## src/rtl/planificador_alu.sv

```systemverilog
// Two-requester scheduler for one shared combinational 4-bit ALU, with a valid/ready result port.
// Optional per-requester completion counters are enabled with PLANIFICADOR_CONTADOR_EN.

module alu_controladora (
    input  logic [3:0] a,
    input  logic [3:0] b,
    input  logic [1:0] op,
    output logic [3:0] y,
    output logic       z,
    output logic       n,
    output logic       c,
    output logic       v
);
    logic [7:0] prod;
    logic [4:0] diff;

    always_comb begin
        prod = a * b;
        diff = {1'b0, a} - {1'b0, b};
        y    = 4'd0;
        c    = 1'b0;
        v    = 1'b0;
        case (op)
            2'b00: y = a & b;
            2'b01: y = a ^ b;
            // MULT keeps the low nibble; C flags any lost high bits.
            2'b10: begin
                y = prod[3:0];
                c = |prod[7:4];
            end
            default: begin
                y = diff[3:0];
                c = diff[4];
                v = (a[3] ^ b[3]) & (diff[3] ^ a[3]);
            end
        endcase
        z = (y == 4'd0);
        n = y[3];
    end
endmodule

module planificador_alu #(
    parameter int PRIO_FIJA = 0,
    parameter int CNT_W     = 8
) (
    input  logic       clk,
    input  logic       rst,
    input  logic       in0_valid,
    output logic       in0_ready,
    input  logic [1:0] in0_A,
    input  logic [3:0] in0_B,
    input  logic [1:0] in0_op,
    input  logic       in1_valid,
    output logic       in1_ready,
    input  logic [1:0] in1_A,
    input  logic [3:0] in1_B,
    input  logic [1:0] in1_op,
    output logic       out_valid,
    input  logic       out_ready,
    output logic       out_id,
    output logic [3:0] out_Y,
    output logic       out_Z,
    output logic       out_N,
    output logic       out_C,
    output logic       out_V
`ifdef PLANIFICADOR_CONTADOR_EN
    ,
    output logic [CNT_W-1:0] cnt0,
    output logic [CNT_W-1:0] cnt1
`endif
);
    typedef enum logic [1:0] {IDLE, EXEC, DONE} state_t;

    state_t     state_q, state_d;
    logic [1:0] a_q, a_d, op_q, op_d;
    logic [3:0] b_q, b_d, y_q, y_d;
    logic       id_q, id_d, last_q, last_d;
    logic       out_valid_q, out_valid_d, out_id_q, out_id_d;
    logic       z_q, z_d, n_q, n_d, c_q, c_d, v_q, v_d;
    logic       grant1, xfer0, xfer1;
    logic [3:0] alu_y;
    logic       alu_z, alu_n, alu_c, alu_v;

    alu_controladora u_alu (
        .a  ({2'b00, a_q}),
        .b  (b_q),
        .op (op_q),
        .y  (alu_y),
        .z  (alu_z),
        .n  (alu_n),
        .c  (alu_c),
        .v  (alu_v)
    );

    // Requester 1 wins only when alone, or on a round-robin tie after requester 0 was served.
    assign grant1    = in1_valid & (~in0_valid | ((PRIO_FIJA == 0) & ~last_q));
    assign in1_ready = (state_q == IDLE) & ~rst & grant1;
    assign in0_ready = (state_q == IDLE) & ~rst & in0_valid & ~grant1;
    assign xfer0     = in0_valid & in0_ready;
    assign xfer1     = in1_valid & in1_ready;

    always_comb begin
        state_d     = state_q;
        a_d         = a_q;
        b_d         = b_q;
        op_d        = op_q;
        id_d        = id_q;
        last_d      = last_q;
        out_valid_d = out_valid_q;
        out_id_d    = out_id_q;
        y_d         = y_q;
        z_d         = z_q;
        n_d         = n_q;
        c_d         = c_q;
        v_d         = v_q;
        case (state_q)
            IDLE: begin
                if (xfer0 | xfer1) begin
                    a_d     = xfer1 ? in1_A  : in0_A;
                    b_d     = xfer1 ? in1_B  : in0_B;
                    op_d    = xfer1 ? in1_op : in0_op;
                    id_d    = xfer1;
                    last_d  = xfer1;
                    state_d = EXEC;
                end
            end
            EXEC: begin
                y_d         = alu_y;
                z_d         = alu_z;
                n_d         = alu_n;
                c_d         = alu_c;
                v_d         = alu_v;
                out_id_d    = id_q;
                out_valid_d = 1'b1;
                state_d     = DONE;
            end
            DONE: begin
                if (out_ready) begin
                    out_valid_d = 1'b0;
                    state_d     = IDLE;
                end
            end
            default: state_d = IDLE;
        endcase
    end

    always_ff @(posedge clk or posedge rst) begin
        if (rst) begin
            state_q     <= IDLE;
            a_q         <= '0;
            b_q         <= '0;
            op_q        <= '0;
            id_q        <= 1'b0;
            last_q      <= 1'b1;
            out_valid_q <= 1'b0;
            out_id_q    <= 1'b0;
            y_q         <= '0;
            z_q         <= 1'b0;
            n_q         <= 1'b0;
            c_q         <= 1'b0;
            v_q         <= 1'b0;
        end else begin
            state_q     <= state_d;
            a_q         <= a_d;
            b_q         <= b_d;
            op_q        <= op_d;
            id_q        <= id_d;
            last_q      <= last_d;
            out_valid_q <= out_valid_d;
            out_id_q    <= out_id_d;
            y_q         <= y_d;
            z_q         <= z_d;
            n_q         <= n_d;
            c_q         <= c_d;
            v_q         <= v_d;
        end
    end

    assign out_valid = out_valid_q;
    assign out_id    = out_id_q;
    assign out_Y     = y_q;
    assign out_Z     = z_q;
    assign out_N     = n_q;
    assign out_C     = c_q;
    assign out_V     = v_q;

`ifdef PLANIFICADOR_CONTADOR_EN
    logic [CNT_W-1:0] cnt0_q, cnt0_d, cnt1_q, cnt1_d;
    logic             hs;

    assign hs = out_valid_q & out_ready;

    always_comb begin
        cnt0_d = cnt0_q;
        cnt1_d = cnt1_q;
        if (hs & ~out_id_q) cnt0_d = cnt0_q + 1'b1;
        if (hs & out_id_q)  cnt1_d = cnt1_q + 1'b1;
    end

    always_ff @(posedge clk or posedge rst) begin
        if (rst) begin
            cnt0_q <= '0;
            cnt1_q <= '0;
        end else begin
            cnt0_q <= cnt0_d;
            cnt1_q <= cnt1_d;
        end
    end

    assign cnt0 = cnt0_q;
    assign cnt1 = cnt1_q;
`endif
endmodule

```

## config.mk

```make
export PLATFORM = sky130hd
export DESIGN_NAME = planificador_alu
export DESIGN_NICKNAME = d
export VERILOG_FILES = /design/src/rtl/planificador_alu.sv
export SDC_FILE = /design/constraint.sdc
export NUM_CORES = 1
export LEC_CHECK = 0
export ABC_AREA = 1
export CELL_PAD_IN_SITES_DETAIL_PLACEMENT = 1
export CELL_PAD_IN_SITES_GLOBAL_PLACEMENT = 1
export CORE_MARGIN = 2
export CORE_UTILIZATION = 41
export DETAILED_ROUTE_END_ITERATION = 12
export PLACE_DENSITY = 0.86
export SLEW_MARGIN = 30
export SYNTH_ARGS = -nofsm -noshare
export SYNTH_HDL_FRONTEND = slang
export SYNTH_HIERARCHICAL = 1
export SYNTH_SLANG_ARGS = --single-unit
```

## constraint.sdc

```tcl
create_clock -name clk -period 5.4 [get_ports clk]
set_input_delay 1.08 -clock clk [delete_from_list [all_inputs] [get_ports clk]]
set_output_delay 1.08 -clock clk [all_outputs]
set_load 0.02 [all_outputs]
```

Word level (Yosys, flattened, before mapping)
Cells that the tools add are included.
{"block": "classes", "bitwise_logic": 16, "n_mux": 11, "mul": 1, "n_reduce_logical": 10, "add_sub_neg": 1, "eq_ne": 6}
{"op": "4-bit case mux with 3 select lines", "count": 1}
{"op": "1-bit AND", "count": 8}
{"op": "2-bit 2-to-1 mux", "count": 4}
{"op": "2-bit by 4-bit multiplier with 6-bit output", "count": 1}
{"op": "2-bit case mux with 3 select lines", "count": 1}
{"op": "2-bit AND reduction", "count": 3}
{"op": "2-bit by 4-bit subtractor with 5-bit output", "count": 1}
{"op": "2-bit by 4-bit AND with 4-bit output", "count": 1}
{"op": "2-bit by 1-bit equality test with 1-bit output (second input constant)", "count": 2}
{"op": "2-bit equality test (second input constant)", "count": 2}
{"op": "2-bit logical NOT", "count": 2}
{"op": "4-bit logical NOT", "count": 1}
{"op": "4-bit 2-to-1 mux", "count": 1}
{"op": "1-bit NOT", "count": 4}
{"op": "1-bit case mux with 2 select lines", "count": 2}
{"op": "4-bit OR reduction", "count": 1}
{"op": "2-bit by 4-bit bitwise XOR with 4-bit output", "count": 1}
{"op": "3-bit OR reduction", "count": 1}
{"op": "1-bit 2-to-1 mux", "count": 2}
{"op": "2-bit by 1-bit inequality test with 1-bit output (second input constant)", "count": 1}
{"op": "2-bit inequality test (second input constant)", "count": 1}
{"op": "1-bit bitwise OR", "count": 2}
{"op": "2-bit nonzero test", "count": 1}
{"op": "2-bit OR reduction", "count": 1}
{"block": "totals", "output_inout_bits": 12, "wordCells": 58, "regBits": 22, "input_bits": 21}

Logic depth before layout (Yosys ltp)
{"block": "depth", "word_depth": 9, "ltp_mapped": 17, "depth_no_buf": 17}

Cells and area by module
The synthesis kept the hierarchy.
{"module": "planificador_alu", "area_per_inst_um2": 1078.5, "n_inst": 1, "cells_per_inst": 133, "seq_area_each_um2": 551.8}
{"module": "alu_controladora", "area_per_inst_um2": 813.3, "n_inst": 1, "cells_per_inst": 133, "seq_area_each_um2": 0.0}

Least setup slack after synthesis
No wires, ideal clock.
{"block": "synth_path", "path_type": "input port to output port", "from": "input port rst", "to": "output port in1_ready", "required_ps": 4320, "path_stages": 3, "t_arrival_ps": 1795, "setup_slack_ps": 2525, "n_path_buf": 0, "path_cell_list": "inv_2 -> nand2_2 -> nor2_2"}
{"block": "synth_between", "elab_chain_len": 3}
{"element": "start: declaration", "line": "47", "rtl": "input logic rst,"}
{"element": "1-bit NOT", "line": "97", "rtl": "assign in1_ready = (state_q == IDLE) & ~rst & grant1;"}
{"element": "1-bit AND (2 in series)", "line": "97"}
{"element": "end: declaration", "line": "54", "rtl": "output logic in1_ready,"}
No other way between the ends.

Worst setup path after layout
Ends and elaborated chain as after synthesis.

==> results.sh <==
export IMPL_crit_end="in1_ready"
export IMPL_die_area_mm2=0.00517
export IMPL_report_final_slew_viol_count=0
export IMPL_synthTopCellsByArea="dfrtp_1, nand2_1, ha_1, inv_1, fa_1"
export IMPL_synth_edf_count=0
export IMPL_finalClockSkew_ns=0.0110
export IMPL_ir_drop_v=0.000184
export IMPL_setup_viol=0
export IMPL_grt_pass1_wl_um=8550
export IMPL_core_mm2=0.00441
export IMPL_grt_max_degree=24
export IMPL_rsz0062_at_grt="no"
export IMPL_drt_met1_wl_um=2200
export IMPL_wl_met2_um=2320
export IMPL_cts_resized=0
export IMPL_root_buffer="clkbuf_8"
export IMPL_cap_violations=0
export IMPL_seq_area_frac_synth=0.292
export IMPL_routed_top_layer="met4"
export IMPL_std_cell_rows=24
export IMPL_yosysTopAreaCellShare=0.278
export IMPL_synth_distinct_cells=28
export IMPL_first_pass_iters=4
export IMPL_vias=1765
export IMPL_gp_congestion=0.806
export IMPL_synth_seq_cells=22
export IMPL_powerDensity_mw_per_mm2=547
export IMPL_crit_type="primary input to primary output"
export IMPL_viasPerCell=4.86
export IMPL_r2r_start="a_q[1]"
export IMPL_hold_buffers=0
export IMPL_clk_path_buf_depth=2
export IMPL_postCtsSetupBuffers=0
export IMPL_drt_iter0_drc=28
export IMPL_synth_top_area_cell="dfrtp_1"
export IMPL_die_w_um=71.9
export IMPL_antenna_diode_count=0
export IMPL_ys_dominant_reg_cell="dfrtp_1"
export IMPL_reg2reg_to="out_C"
export IMPL_async_flop_share=1.00
export IMPL_multi_input_area_mm2=0.00119
export IMPL_dp_hpwl_um=3750
export IMPL_min_path_type="register to register"
export IMPL_drt_wl_total_um=4740
export IMPL_clk_pin_slew_ns=0.09
export IMPL_cp_end_kind="primary output"
export IMPL_grt_usage=0.210
export IMPL_arrival_ns=3.02
export IMPL_crit_start="rst"
export IMPL_nets=358
export IMPL_drive_gt1_frac=0.0804
export IMPL_fin_tns_setup_ns=0
export IMPL_cts_buffers_inserted=3
export IMPL_cts_tree="done"
export IMPL_initial_core_util=0.429
export IMPL_drc=0
export IMPL_final_hold_violation_count=0
export IMPL_final_cell_mix="nand2_1, inv_1, clkdlybuf4s50_1"
export IMPL_postSynthAreaPerCell_um2=7.11
export IMPL_critPathMaxFanout=23
export IMPL_synth_area_mm2=0.00189
export IMPL_fillers=584
export IMPL_area_sequential_um2=552
export IMPL_grt_overflow=0
export IMPL_fmax_mhz=244
export IMPL_htreeDepth=1
export IMPL_yosys_warnings=6
export IMPL_status="complete, no violations"
export IMPL_rr_worst_depth=15
export IMPL_p_leak_nw=1.36
export IMPL_synth_cells=266
export IMPL_reg2reg_slack_ns=2.36
export IMPL_areaGrowthSynthToFinish_pct=25.7
export IMPL_final_common_cell="nand2_1"
export IMPL_wl_per_cell_um=13.1
export IMPL_crit_path_start_kind="primary input"
export IMPL_io_pins=33
export IMPL_required_ns=4.32
export IMPL_placed_cell_area_mm2=0.00231
export IMPL_clock_sinks=22
export IMPL_grt_pass1_vias=1930
export IMPL_die_height_um=71.9
export IMPL_ant_nets=0
export IMPL_finalCritPeriodShare=0.758
export IMPL_grt_antenna_before_repair=0
export IMPL_port_buffers=32
export IMPL_fin_crit_ns=4.10
export IMPL_clk_latency_ns=0.28
export IMPL_final_cell_area_mm2=0.00238
export IMPL_dr_wl_met3_um=132
==> how the worst min path moves through the flow <==
stage                 from     end  cells past startpoint
floorplan           last_q  last_q                      2
global placement     out_N   out_N                      2
detailed placement   out_N   out_N                      2
CTS                 last_q  last_q                      2
global route        last_q  last_q                      2
finish               out_Z   out_Z                      2
==> registers in the layout, indices dropped and copies added (netlist names) <==
register   count
out_V          1
out_Z          1
a_q            2
id_q           1
out_id         1
out_C          1
op_q           2
out_N          1
last_q         1
out_valid      1
b_q            4
out_Y          4
state_q        2
==> logic make-up after synthesis <==
logic type / share of synthesized area
DFF: 0.292
AOI/OAI and AO/OA: 0.0853
adders and majority gates: 0.185
and+or+nand+nor: 0.332
xor gates and xnor gates: 0.00463
other: 0.00198
buffers and inverters: 0.0992
==> critical path, cell delays in order <==
cell	delay (ns)
clkdlybuf4s50_1	0.52
inv_2	0.42
nand2_2	0.22
nor2_2	0.16
clkdlybuf4s50_1	0.62
==> metrics by stage <==
stage | utilization | hold slack (ns) | power [mW] | std cells | worst slack (ns)
floorplan | - | 0.444 | 0.896 | 277 | 2.53
CTS | 0.539 | 0.479 | 1.30 | 363 | 1.24
global route | 0.539 | 0.500 | 1.44 | 363 | 1.14
finish | 0.539 | 0.479 | 1.30 | 363 | 1.30
global placement | 0.522 | 0.453 | 1.08 | 359 | 1.29
detailed placement | 0.522 | 0.462 | 1.12 | 359 | 1.25
==> routing by layer <==
| metal | global-route usage | up-vias |
|---|---|---|
| li1 | - | 897 |
| met1 | 0.261 | 818 |
| met2 | 0.371 | 39 |
| met3 | 0.0361 | 11 |
| met4 | 0.0671 | 0 |
| met5 | 0 | - |
==> cells in the mapped netlist, types with 2 or more instances <==
| master | count |
|---|---|
| inv_2 | 6 |
| inv_1 | 39 |
| dfrtp_1 | 21 |
| nand2_1 | 102 |
| o21ai_2 | 2 |
| fa_1 | 5 |
| nand3_1 | 19 |
| nand2_2 | 3 |
| nor2_1 | 10 |
| o21bai_1 | 8 |
| o21ai_0 | 3 |
| o21ai_1 | 3 |
| ha_1 | 20 |
| nor2_2 | 4 |
| nand3b_1 | 2 |
| a21oi_1 | 6 |
| nand2_4 | 2 |
==> layout make-up <==
| class | count | share of cell area |
|---|---|---|
| Clock buffer | 3 | 0.0174 |
| Clock inverter | 1 | 0.0126 |
| Timing Repair Buffer | 32 | 0.135 |
| Tap cell | 52 | 0.0274 |
| Multi-Input combinational cell | 207 | 0.502 |
| Inverter | 46 | 0.0737 |
| Sequential cell | 22 | 0.232 |
==> where the power goes <==
| group | total, mW | internal, mW | leakage [nW] | switching, mW |
|---|---|---|---|---|
| clock network | 0.161 | 0.0993 | 0.0357 | 0.0616 |
| registers | 0.326 | 0.241 | 0.273 | 0.0855 |
| logic | 0.813 | 0.320 | 1.05 | 0.492 |
| total | 1.30 | 0.660 | 1.36 | 0.640 |
Power figures use the tool's default switching activity.
